===== src/rtl/fifo_sync_param.sv =====
// Parametrised single-clock FIFO with show-ahead read, occupancy count,
// programmable almost-full/almost-empty flags, synchronous flush and error pulses.
module fifo_sync_param #(
  parameter int DATA_WIDTH = 8,
  parameter int DEPTH      = 8,
  parameter int AFULL_TH   = 6,
  parameter int AEMPTY_TH  = 1
) (
  input  logic                       clk,
  input  logic                       rst,
  input  logic                       clr,
  input  logic                       w_en,
  input  logic [DATA_WIDTH-1:0]      w_data,
  input  logic                       r_en,
  output logic [DATA_WIDTH-1:0]      r_data,
  output logic                       full,
  output logic                       empty,
  output logic                       almost_full,
  output logic                       almost_empty,
  output logic [$clog2(DEPTH):0]     count,
  output logic                       overflow,
  output logic                       underflow
);

  localparam int AW = $clog2(DEPTH);
  localparam logic [AW:0] DEPTH_C  = DEPTH[AW:0];
  localparam logic [AW:0] AFULL_C  = AFULL_TH[AW:0];
  localparam logic [AW:0] AEMPTY_C = AEMPTY_TH[AW:0];

  logic [DATA_WIDTH-1:0] mem [DEPTH];

  logic [AW-1:0] w_ptr_q, w_ptr_d;
  logic [AW-1:0] r_ptr_q, r_ptr_d;
  logic [AW:0]   count_q, count_d;
  logic          overflow_q, overflow_d;
  logic          underflow_q, underflow_d;
  logic          rd_ok, wr_ok;

  // Request/accept: a write is taken when w_en is high and there is room, or a
  // read pops in the same cycle; a read is taken when r_en is high and the FIFO
  // holds data. No bypass: an empty FIFO never satisfies a read, even with a write.
  assign rd_ok = r_en & ~empty;
  assign wr_ok = w_en & (~full | rd_ok);

  always_comb begin
    w_ptr_d     = w_ptr_q;
    r_ptr_d     = r_ptr_q;
    count_d     = count_q;
    overflow_d  = 1'b0;
    underflow_d = 1'b0;
    if (clr) begin
      w_ptr_d = '0;
      r_ptr_d = '0;
      count_d = '0;
    end else begin
      if (wr_ok) w_ptr_d = w_ptr_q + AW'(1);
      if (rd_ok) r_ptr_d = r_ptr_q + AW'(1);
      case ({wr_ok, rd_ok})
        2'b10:   count_d = count_q + (AW+1)'(1);
        2'b01:   count_d = count_q - (AW+1)'(1);
        default: count_d = count_q;
      endcase
      overflow_d  = w_en & ~wr_ok;
      underflow_d = r_en & ~rd_ok;
    end
  end

  always_ff @(posedge clk) begin
    if (rst) begin
      w_ptr_q     <= '0;
      r_ptr_q     <= '0;
      count_q     <= '0;
      overflow_q  <= 1'b0;
      underflow_q <= 1'b0;
    end else begin
      w_ptr_q     <= w_ptr_d;
      r_ptr_q     <= r_ptr_d;
      count_q     <= count_d;
      overflow_q  <= overflow_d;
      underflow_q <= underflow_d;
    end
  end

  // Storage is deliberately left unreset; stale words are never visible
  // through the flags because occupancy is tracked only by count.
  always_ff @(posedge clk) begin
    if (!rst && !clr && wr_ok) begin
      mem[w_ptr_q] <= w_data;
    end
  end

  assign r_data       = mem[r_ptr_q];
  assign count        = count_q;
  assign full         = (count_q == DEPTH_C);
  assign empty        = (count_q == '0);
  assign almost_full  = (count_q >= AFULL_C);
  assign almost_empty = (count_q <= AEMPTY_C);
  assign overflow     = overflow_q;
  assign underflow    = underflow_q;

endmodule


===== config.mk =====
export PLATFORM = sky130hd
export DESIGN_NAME = fifo_sync_param
export DESIGN_NICKNAME = d
export VERILOG_FILES = /design/src/rtl/fifo_sync_param.sv
export SDC_FILE = /design/constraint.sdc
export NUM_CORES = 1
export LEC_CHECK = 0
export CORE_ASPECT_RATIO = 1.4
export CORE_MARGIN = 2
export CORE_UTILIZATION = 54
export CTS_BUF_LIST = sky130_fd_sc_hd__clkbuf_4 sky130_fd_sc_hd__clkbuf_8 sky130_fd_sc_hd__clkbuf_16
export DETAILED_ROUTE_END_ITERATION = 8
export MAX_ROUTING_LAYER = met4
export PLACE_DENSITY = 0.76
export SYNTH_ARGS = -nofsm -noshare
export SYNTH_HDL_FRONTEND = slang
export SYNTH_SLANG_ARGS = --single-unit

===== constraint.sdc =====
create_clock -name clk -period 3.5 [get_ports clk]
set_clock_uncertainty 0.2 [all_clocks]
set_input_delay 0.525 -clock clk [delete_from_list [all_inputs] [get_ports clk]]
set_output_delay 0.525 -clock clk [all_outputs]
set_load 0.1 [all_outputs]

# Yosys cells after proc, flatten, opt, wreduce, memory -nomap -nowiden
# Memory sizes are Yosys's and may differ from the RTL's. A register that Yosys moved wholly into a read port is not among the register bits.
# Cells that the tools add are included.
dict set report totals {
  latchBits 0
  mem_count 1
  wordCells 36
  ramBits 64
  romBits 0
  register_bits 12
}
dict set report classes {
  n_mux 5
  n_mul 0
  n_div 0
  shift 0
  addsub 4
  bitwise 9
  magnitude_cmp 2
  n_reduce_logical 7
  n_eq_ne 3
}
# memory words word_bits read_ports rd_ports_with_merged_regs wr line_no
set memory_table {}
lappend memory_table {mem 8 8 1 1 1 30} ;# logic [DATA_WIDTH-1:0] mem [DEPTH];
# operator n
set ops {}
lappend ops {{$pmux W4 S2} 1}
lappend ops {{$add A3 B1 Y3 const B} 2}
lappend ops {{$mux W3} 2}
lappend ops {{$add A4 B1 Y4 const B} 1}
lappend ops {{$and A1 B1 Y1} 4}
lappend ops {{$eq A4 B4 Y1 const B} 1}
lappend ops {{$ge A4 B3 Y1 const B} 1}
lappend ops {{$le A4 B1 Y1 const B} 1}
lappend ops {{$logic_not A4 Y1} 1}
lappend ops {{$not A1 Y1} 4}
lappend ops {{$sub A4 B1 Y4 const B} 1}
lappend ops {{$eq A2 B1 Y1 const B} 1}
lappend ops {{$eq A2 B2 Y1 const B} 1}
lappend ops {{$logic_and A1 B1 Y1} 2}
lappend ops {{$logic_not A1 Y1} 2}
lappend ops {{$mux W1} 2}
lappend ops {{$reduce_bool A2 Y1} 1}
lappend ops {{$reduce_or A2 Y1} 1}
lappend ops {{$or A1 B1 Y1} 1}

# Depth between registers and ports, before layout
# Gate-level depths: netlist of the first run.
dict set report logic_depth {
  word_depth 8
  mapped_depth 8
  depth_no_buf 8
}

# Worst setup path after synthesis of the first run
# No wires, ideal clock.
dict set report synth_path {
  path_type {register to output}
  start {register count_q[0], in the netlist count[0]}
  end {output port almost_empty}
  path_stages_with_launch 4
  arrival_ps 3378
  path_slack_ps -603
  t_required_ps 2775
  cell_sequence {dfxtp_1 > ha_1 > nor2_1 > nor3_1}
}
dict set report synth_via {
  elab_chain_cells 1
}
# element line_no
set synth_lines {}
lappend synth_lines {{start: declaration} 34} ;# logic [AW:0] count_q, count_d;
lappend synth_lines {{start signal: assignment} 78} ;# count_q <= count_d;
lappend synth_lines {{$le A4 B1 Y1} 97} ;# assign almost_empty = (count_q <= AEMPTY_C);
lappend synth_lines {{end: declaration} 19} ;# output logic almost_empty,
# No other way between the ends.

# Worst setup path after layout of the first run
dict set report layout_path {
  start {register count_q[0], in the netlist count[0]}
  end {memory mem[1][7] (enable)}
}
dict set report layout_via {
  elab_chain_cells 8
  elab_cells_between_ends 10
  cone_classes {eq/ne (1); mux (2); bitwise (5); reduce/logical (2)}
}
# element line_no
set layout_lines {}
lappend layout_lines {{$logic_not A4 Y1} 95} ;# assign empty = (count_q == '0);
lappend layout_lines {{$not A1 Y1} 42} ;# assign rd_ok = r_en & ~empty;
lappend layout_lines {{$and A1 B1 Y1} 42}
lappend layout_lines {{$or A1 B1 Y1 *} 43} ;# assign wr_ok = w_en & (~full | rd_ok);
lappend layout_lines {{$and A1 B1 Y1 *} 43}
lappend layout_lines {{$logic_and A1 B1 Y1 *} 87} ;# if (!rst && !clr && wr_ok) begin
lappend layout_lines {{$mux W1 *} 87}
lappend layout_lines {{$mux W1 (not written as such) *} 88} ;# mem[w_ptr_q] <= w_data;
lappend layout_lines {{end: declaration} 30}
# Mark *: on every way between the ends. The rest lies on a longest branch, timed or not.

==> results.yml, run 1 <==
status:
  outcome: "complete, no violations"
worst_setup_path:
  arrival_ns: 2.57
  slowest_stage: "nor2_1"
  rr_endpoint: "mem[1][7]"
  slowest_delay_ns: 0.57
  crit_chain: "inv_1 > ha_1 > and4bb_1 > or4_4 > nor2_1"
  cp-end-kind: "flop"
  start_kind: "flop"
  cp_max_fo: 8
  ff2ff_path_depth: 5
  reg2reg_slack_ns: 0.70
  r2r_start: "count[0]"
  crit_required_ns: 3.26
  critPathKind: "flop to flop"
pwr:
  intPower_uw: 1330
  p_clk_share_pct: 30.8
  switching_share_pct: 24.1
  p_switching_uw: 423
  seqPwrFrac_pct: 58.7
  power.density_mw_per_mm2: 464
  p_leak_uw: 0.00130
  power_frac_comb_pct: 10.5
  ir_drop_uv: 266
timing:
  setup_violations: 0
  post-route-min-period_ns: 2.80
  period_share_pct: 80.1
  finalHoldViolCount: 0
  max_slew_margin_pct: 34.9
  worst_pin_slew_ns: 0.974
  fmax_mhz: 357
  rsz0062_at_grt: "no"
  worst_hold_slack_ns: 0.324
  final_max_slew_viol_count: 0
  worst_slack_ns: 0.696
  tns_ns: 0
cells_and_area:
  drive_gt1_share_pct: 22.6
  final_cell_mix: "64 x edfxtp_1, 23 x buf_4, 15 x dfxtp_1"
  final_common_cell: "edfxtp_1"
  final_util_pct: 64.6
  final_cells: 300
  synthToLayoutAreaGrowth_pct: 15.5
  num_antenna_cells: 0
  final_nets: 245
synthesis:
  synthAdderAreaFrac_pct: 2.67
  synth_cells: 185
  netlist_area_sq_mm: 0.00328
  synth_edf_count: 64
  synth.avg_cell_area_sq_um: 17.7
  yosysWarnings: 0
  synth_top_family_by_area: "multiplexers"
  ys_seq_elements: 79
  ys_seq_area_share_pct: 67.8
  syn_nets: 205
  synth_xor_xnor_area_share_pct: 0.534
  synth_simple_gate_area_share_pct: 7.29
  yosys-mux-area-fraction_pct: 15.6
  synth-async-reset-ratio_pct: 0
  synth_ff_type: "edfxtp_1"
  synth_compound_area_share_pct: 3.59
  synth.distinct_cells: 39
floorplanning:
  die_y_um: 96.2
  core_sq_mm: 0.00586
  die_w_um: 69.9
  rows: 33
  die-area_sq_mm: 0.00672
  start_util_pct: 55.9
  io-pin-count: 31
global_routing:
  grt_pass1_wl_um: 8870
  grt_pass1_vias: 1812
  overflow: 0
  antenna_found_initial: 0
  grt_util_all_layers_pct: 18.6
  grt_start_max_net_pins: 17
place:
  hpwl_um: 4030
  port_buffers: 30
  place_inst: 284
  gp_congestion: 0.860
  dpl_worst_slack_ns: 0.438
hold_path:
  min_to: "w_ptr_q[2]"
  hold_start: "w_ptr_q[2]"
  min_path_cells: 2
  hp-class: "flop to flop"
flow_run:
  cap_violations: 0
clock_network:
  cts_max_level: 3
  post_cts_buffers: 0
  cts_tree: "done"
  cts_buffers: 9
  cts-root-buf: "clkbuf_8"
  post_cts_resized: 0
  clk_latency_ns: 0.33
  clockBufferDepth: 2
  hold_buffers: 0
  numClockSinks: 79
  clk_pin_slew_ns: 0.07
drt:
  wirelength_um: 5760
  via_per_inst: 5.77
  top_layer_used: "met4"
  drt_iter0_drc: 129
  wl_per_cell_um: 19.2
  ant_nets: 0
  wl_met2_um: 3150
  dr_wl_met3_um: 197
  drc: 0
  num_vias: 1732
  wl_met1_um: 2330
  firstDrtPassIters: 4
==> area by class of cell <==
cell class              instances  area (sq um)
repair buffers                 37           313
multi-input cells              93           986
fillers                       427          2080
well taps                      70          87.6
inverters                       5          18.8
flip-flops and latches         79          2220
clock inverters                 6          27.5
clock buffers                  10           131
==> logic make-up after synthesis <==
logic type / after synthesis
buf+inv: 13
compound gates: 20
simple gates: 39
xor+xnor: 2
fa+ha+maj: 7
mux: 25
flops: 79
==> through the flow <==
step           total power (uW)  cell area (sq um)
5_1_grt                    1820               3790
3_5_place_dp               1240               3630
6_report                   1750               3790
2_1_floorplan              1180               3290
3_3_place_gp               1230               3630
4_1_cts                    1770               3790
==> how the worst max path moves through the flow <==
| stage | from | end | slack [ns] | depth (start not counted) |
|---|---|---|---|---|
| global placement | r_en | mem[1][5] | 0.56 | 4 |
| finish | count[0] | mem[1][7] | 0.70 | 5 |
| CTS | count[1] | mem[1][7] | 0.65 | 5 |
| floorplan | count[1] | count[3] | 0.02 | 8 |
| global route | count[0] | mem[1][7] | 0.53 | 5 |
| detailed placement | r_en | mem[1][3] | 0.44 | 4 |
==> cell usage after synthesis (2+ instances only) <==
| library cell | number | area, sq um |
|---|---|---|
| ha_1 | 7 | 87.6 |
| inv_1 | 5 | 18.8 |
| clkbuf_1 | 2 | 7.51 |
| nor3_1 | 3 | 15.0 |
| buf_6 | 2 | 22.5 |
| o21ai_0 | 8 | 40.0 |
| mux4_2 | 2 | 45.0 |
| nand2b_1 | 3 | 18.8 |
| a21oi_1 | 8 | 40.0 |
| nand2_1 | 4 | 15.0 |
| xor2_1 | 2 | 17.5 |
| mux4_1 | 14 | 368 |
| nor2_1 | 12 | 45.0 |
| edfxtp_1 | 64 | 1920 |
| mux2_2 | 8 | 90.1 |
| dfxtp_1 | 15 | 300 |
| or3_1 | 4 | 25.0 |
==> metal layers <==
metal / up-vias / track usage (%)
met5: - / -
met4: 0 / 7.21
met3: 6 / 3.66
met2: 35 / 34.0
met1: 869 / 20.1
li1: 822 / -
==> flip-flops by register name (all words and copies together) (netlist names), named ones only <==
| signal | flops |
|---|---|
| count | 4 |
| mem | 64 |
| overflow | 1 |
| r_ptr_q | 3 |
| underflow | 1 |
| w_ptr_q | 3 |
==> critical path, delay by kind of cell, from the launching register on <==
family / cells / cell delay, ns
fa+ha+maj: 1 / 0.29
buf+inv: 1 / 0.11
flops: 1 / 0.47
simple gates: 3 / 1.36
==> power by group through the flow <==
stage	registers, uW	logic, uW	clock network, uW
final	1030	185	541
after global routing	1030	194	596
after CTS	1030	185	554
after detailed placement	1050	185	0
after global placement	1050	179	0
after floorplan	1070	118	0
(Power assumes the default switching activity.)
==> run 2: changes to the inputs <==
==> constraint.sdc (replaced) <==
create_clock -name clk -period 2.82 [get_ports clk]
set_clock_uncertainty 0.2 [all_clocks]
set_input_delay 0.423 -clock clk [delete_from_list [all_inputs] [get_ports clk]]
set_output_delay 0.423 -clock clk [all_outputs]
set_load 0.1 [all_outputs]
==> run 2 against run 1 <==
- clock power increased by 29%
- sequential share of layout area is 2.7 points lower
- register-to-register slack got worse by 0.33 ns
- setup slack worse by 0.56 ns
- critical path type is now flop to primary output
- critical endpoint is now r_data[5]
- highest routed layer unchanged
==> results.yml, run 2 (synthesis results as in run 1) <==
drt:
  wl_per_cell_um: 19.0
  firstDrtPassIters: 4
  ant_nets: 0
  via_per_inst: 5.75
  num_vias: 1784
  drt_iter0_drc: 108
  wirelength_um: 5880
  drc: 0
clock_network:
  post_cts_resized: 0
  hold_buffers: 0
  cts_buffers: 9
  cts-root-buf: "clkbuf_8"
  numClockSinks: 79
  cts_tree: "done"
  cts_max_level: 3
  clk_latency_ns: 0.34
  clk_pin_slew_ns: 0.08
  post_cts_buffers: 0
  clockBufferDepth: 2
worst_setup_path:
  arrival_ns: 2.06
  ff2ff_path_depth: 8
  r2r_start: "count[0]"
  critPathKind: "flop to primary output"
  reg2reg_slack_ns: 0.37
  cp-end-kind: "primary output"
  crit_required_ns: 2.20
  cp_max_fo: 16
  start_kind: "flop"
  rr_endpoint: "count[3]"
global_routing:
  grt_start_max_net_pins: 17
  gr-usage-met1_pct: 21.8
  gr-usage-met3_pct: 3.56
  grt_pass1_vias: 1827
  overflow: 0
  grt.busiest_layer: "met2"
  antenna_found_initial: 0
  gr-usage-met2_pct: 35.3
  grt_util_all_layers_pct: 19.9
  grt_pass1_wl_um: 9360
floorplanning:
  die-area_sq_mm: 0.00672
  io-pin-count: 31
  start_util_pct: 55.9
  rows: 33
  core_sq_mm: 0.00586
  die_w_um: 69.9
  die_y_um: 96.2
timing:
  post-route-min-period_ns: 2.68
  finalHoldViolCount: 0
  max_slew_margin_pct: 70.7
  worst_slack_ns: 0.137
  rsz0062_at_grt: "no"
  setup_violations: 0
  final_max_slew_viol_count: 0
  worst_pin_slew_ns: 0.439
  fmax_mhz: 373
  tns_ns: 0
  period_share_pct: 95.2
place:
  hpwl_um: 4240
  dpl_worst_slack_ns: 0.0949
  port_buffers: 30
  dpl-instance-area_sq_mm: 0.00383
  gp_congestion: 0.751
hold_path:
  min_to: "w_ptr_q[2]"
  hp-class: "flop to flop"
  min_path_cells: 2
  hold_start: "w_ptr_q[2]"
cells_and_area:
  fin_area_sq_mm: 0.00399
  final_common_cell: "edfxtp_1"
  largest_reg_flops: 64
  final_cell_mix: "64 x edfxtp_1, 27 x buf_4, 14 x mux4_1"
  largest_register: "mem"
  final_util_pct: 68.1
  drive_gt1_share_pct: 30.0
  synthToLayoutAreaGrowth_pct: 21.7
  num_antenna_cells: 0
  nFillCells: 410
  final_nets: 255
pwr:
  total_power_uw: 2230
  p_leak_uw: 0.00139
  power.density_mw_per_mm2: 558
  ir_drop_uv: 326
status:
  outcome: "complete, no violations"
flow_run:
  cap_violations: 0
-- run 2: where the power goes --
group / switching (uW) / internal (uW)
sequential: 10.5 / 1270
clock: 390 / 310
combinational: 163 / 89.1
total: 564 / 1670
-- run 2: layout make-up --
cell class | instances | area (sq um) | share of cell area (%)
clock inverter | 7 | 38.8 | 0.971
timing repair buffer | 47 | 483 | 12.1
tap | 70 | 87.6 | 2.19
inverter | 5 | 23.8 | 0.595
clock buffer | 9 | 124 | 3.10
sequential | 79 | 2230 | 56.0
multi-input combinational | 93 | 1000 | 25.1
-- run 2: through the flow --
| step | instances | hold slack, ns |
|---|---|---|
| floorplan | 185 | 0.271 |
| global placement | 294 | 0.285 |
| detailed placement | 294 | 0.324 |
| CTS | 310 | 0.336 |
| global route | 310 | 0.369 |
| finish | 310 | 0.336 |
-- run 2: layer usage --
layer  wire (um)  vias up
met5           0        -
met4         104        0
met3         228        8
met2        3260       55
met1        2290      879
li1            -      842
-- run 2: worst max-delay path: stages (launching register included) --
cell and delay (ns):
dfxtp_1 0.32, buf_4 0.27, mux4_1 0.64, mux2_2 0.32, buf_12 0.17
-- run 2: how the worst max path moves through the flow --
stage               startpoint   endpoint  slack [ns]
floorplan             count[0]   count[3]       -0.11
global placement          r_en   count[3]        0.19
detailed placement        r_en   count[3]        0.09
CTS                       flop  r_data[5]        0.10
global route              flop  r_data[5]        0.08
finish                    flop  r_data[5]        0.14
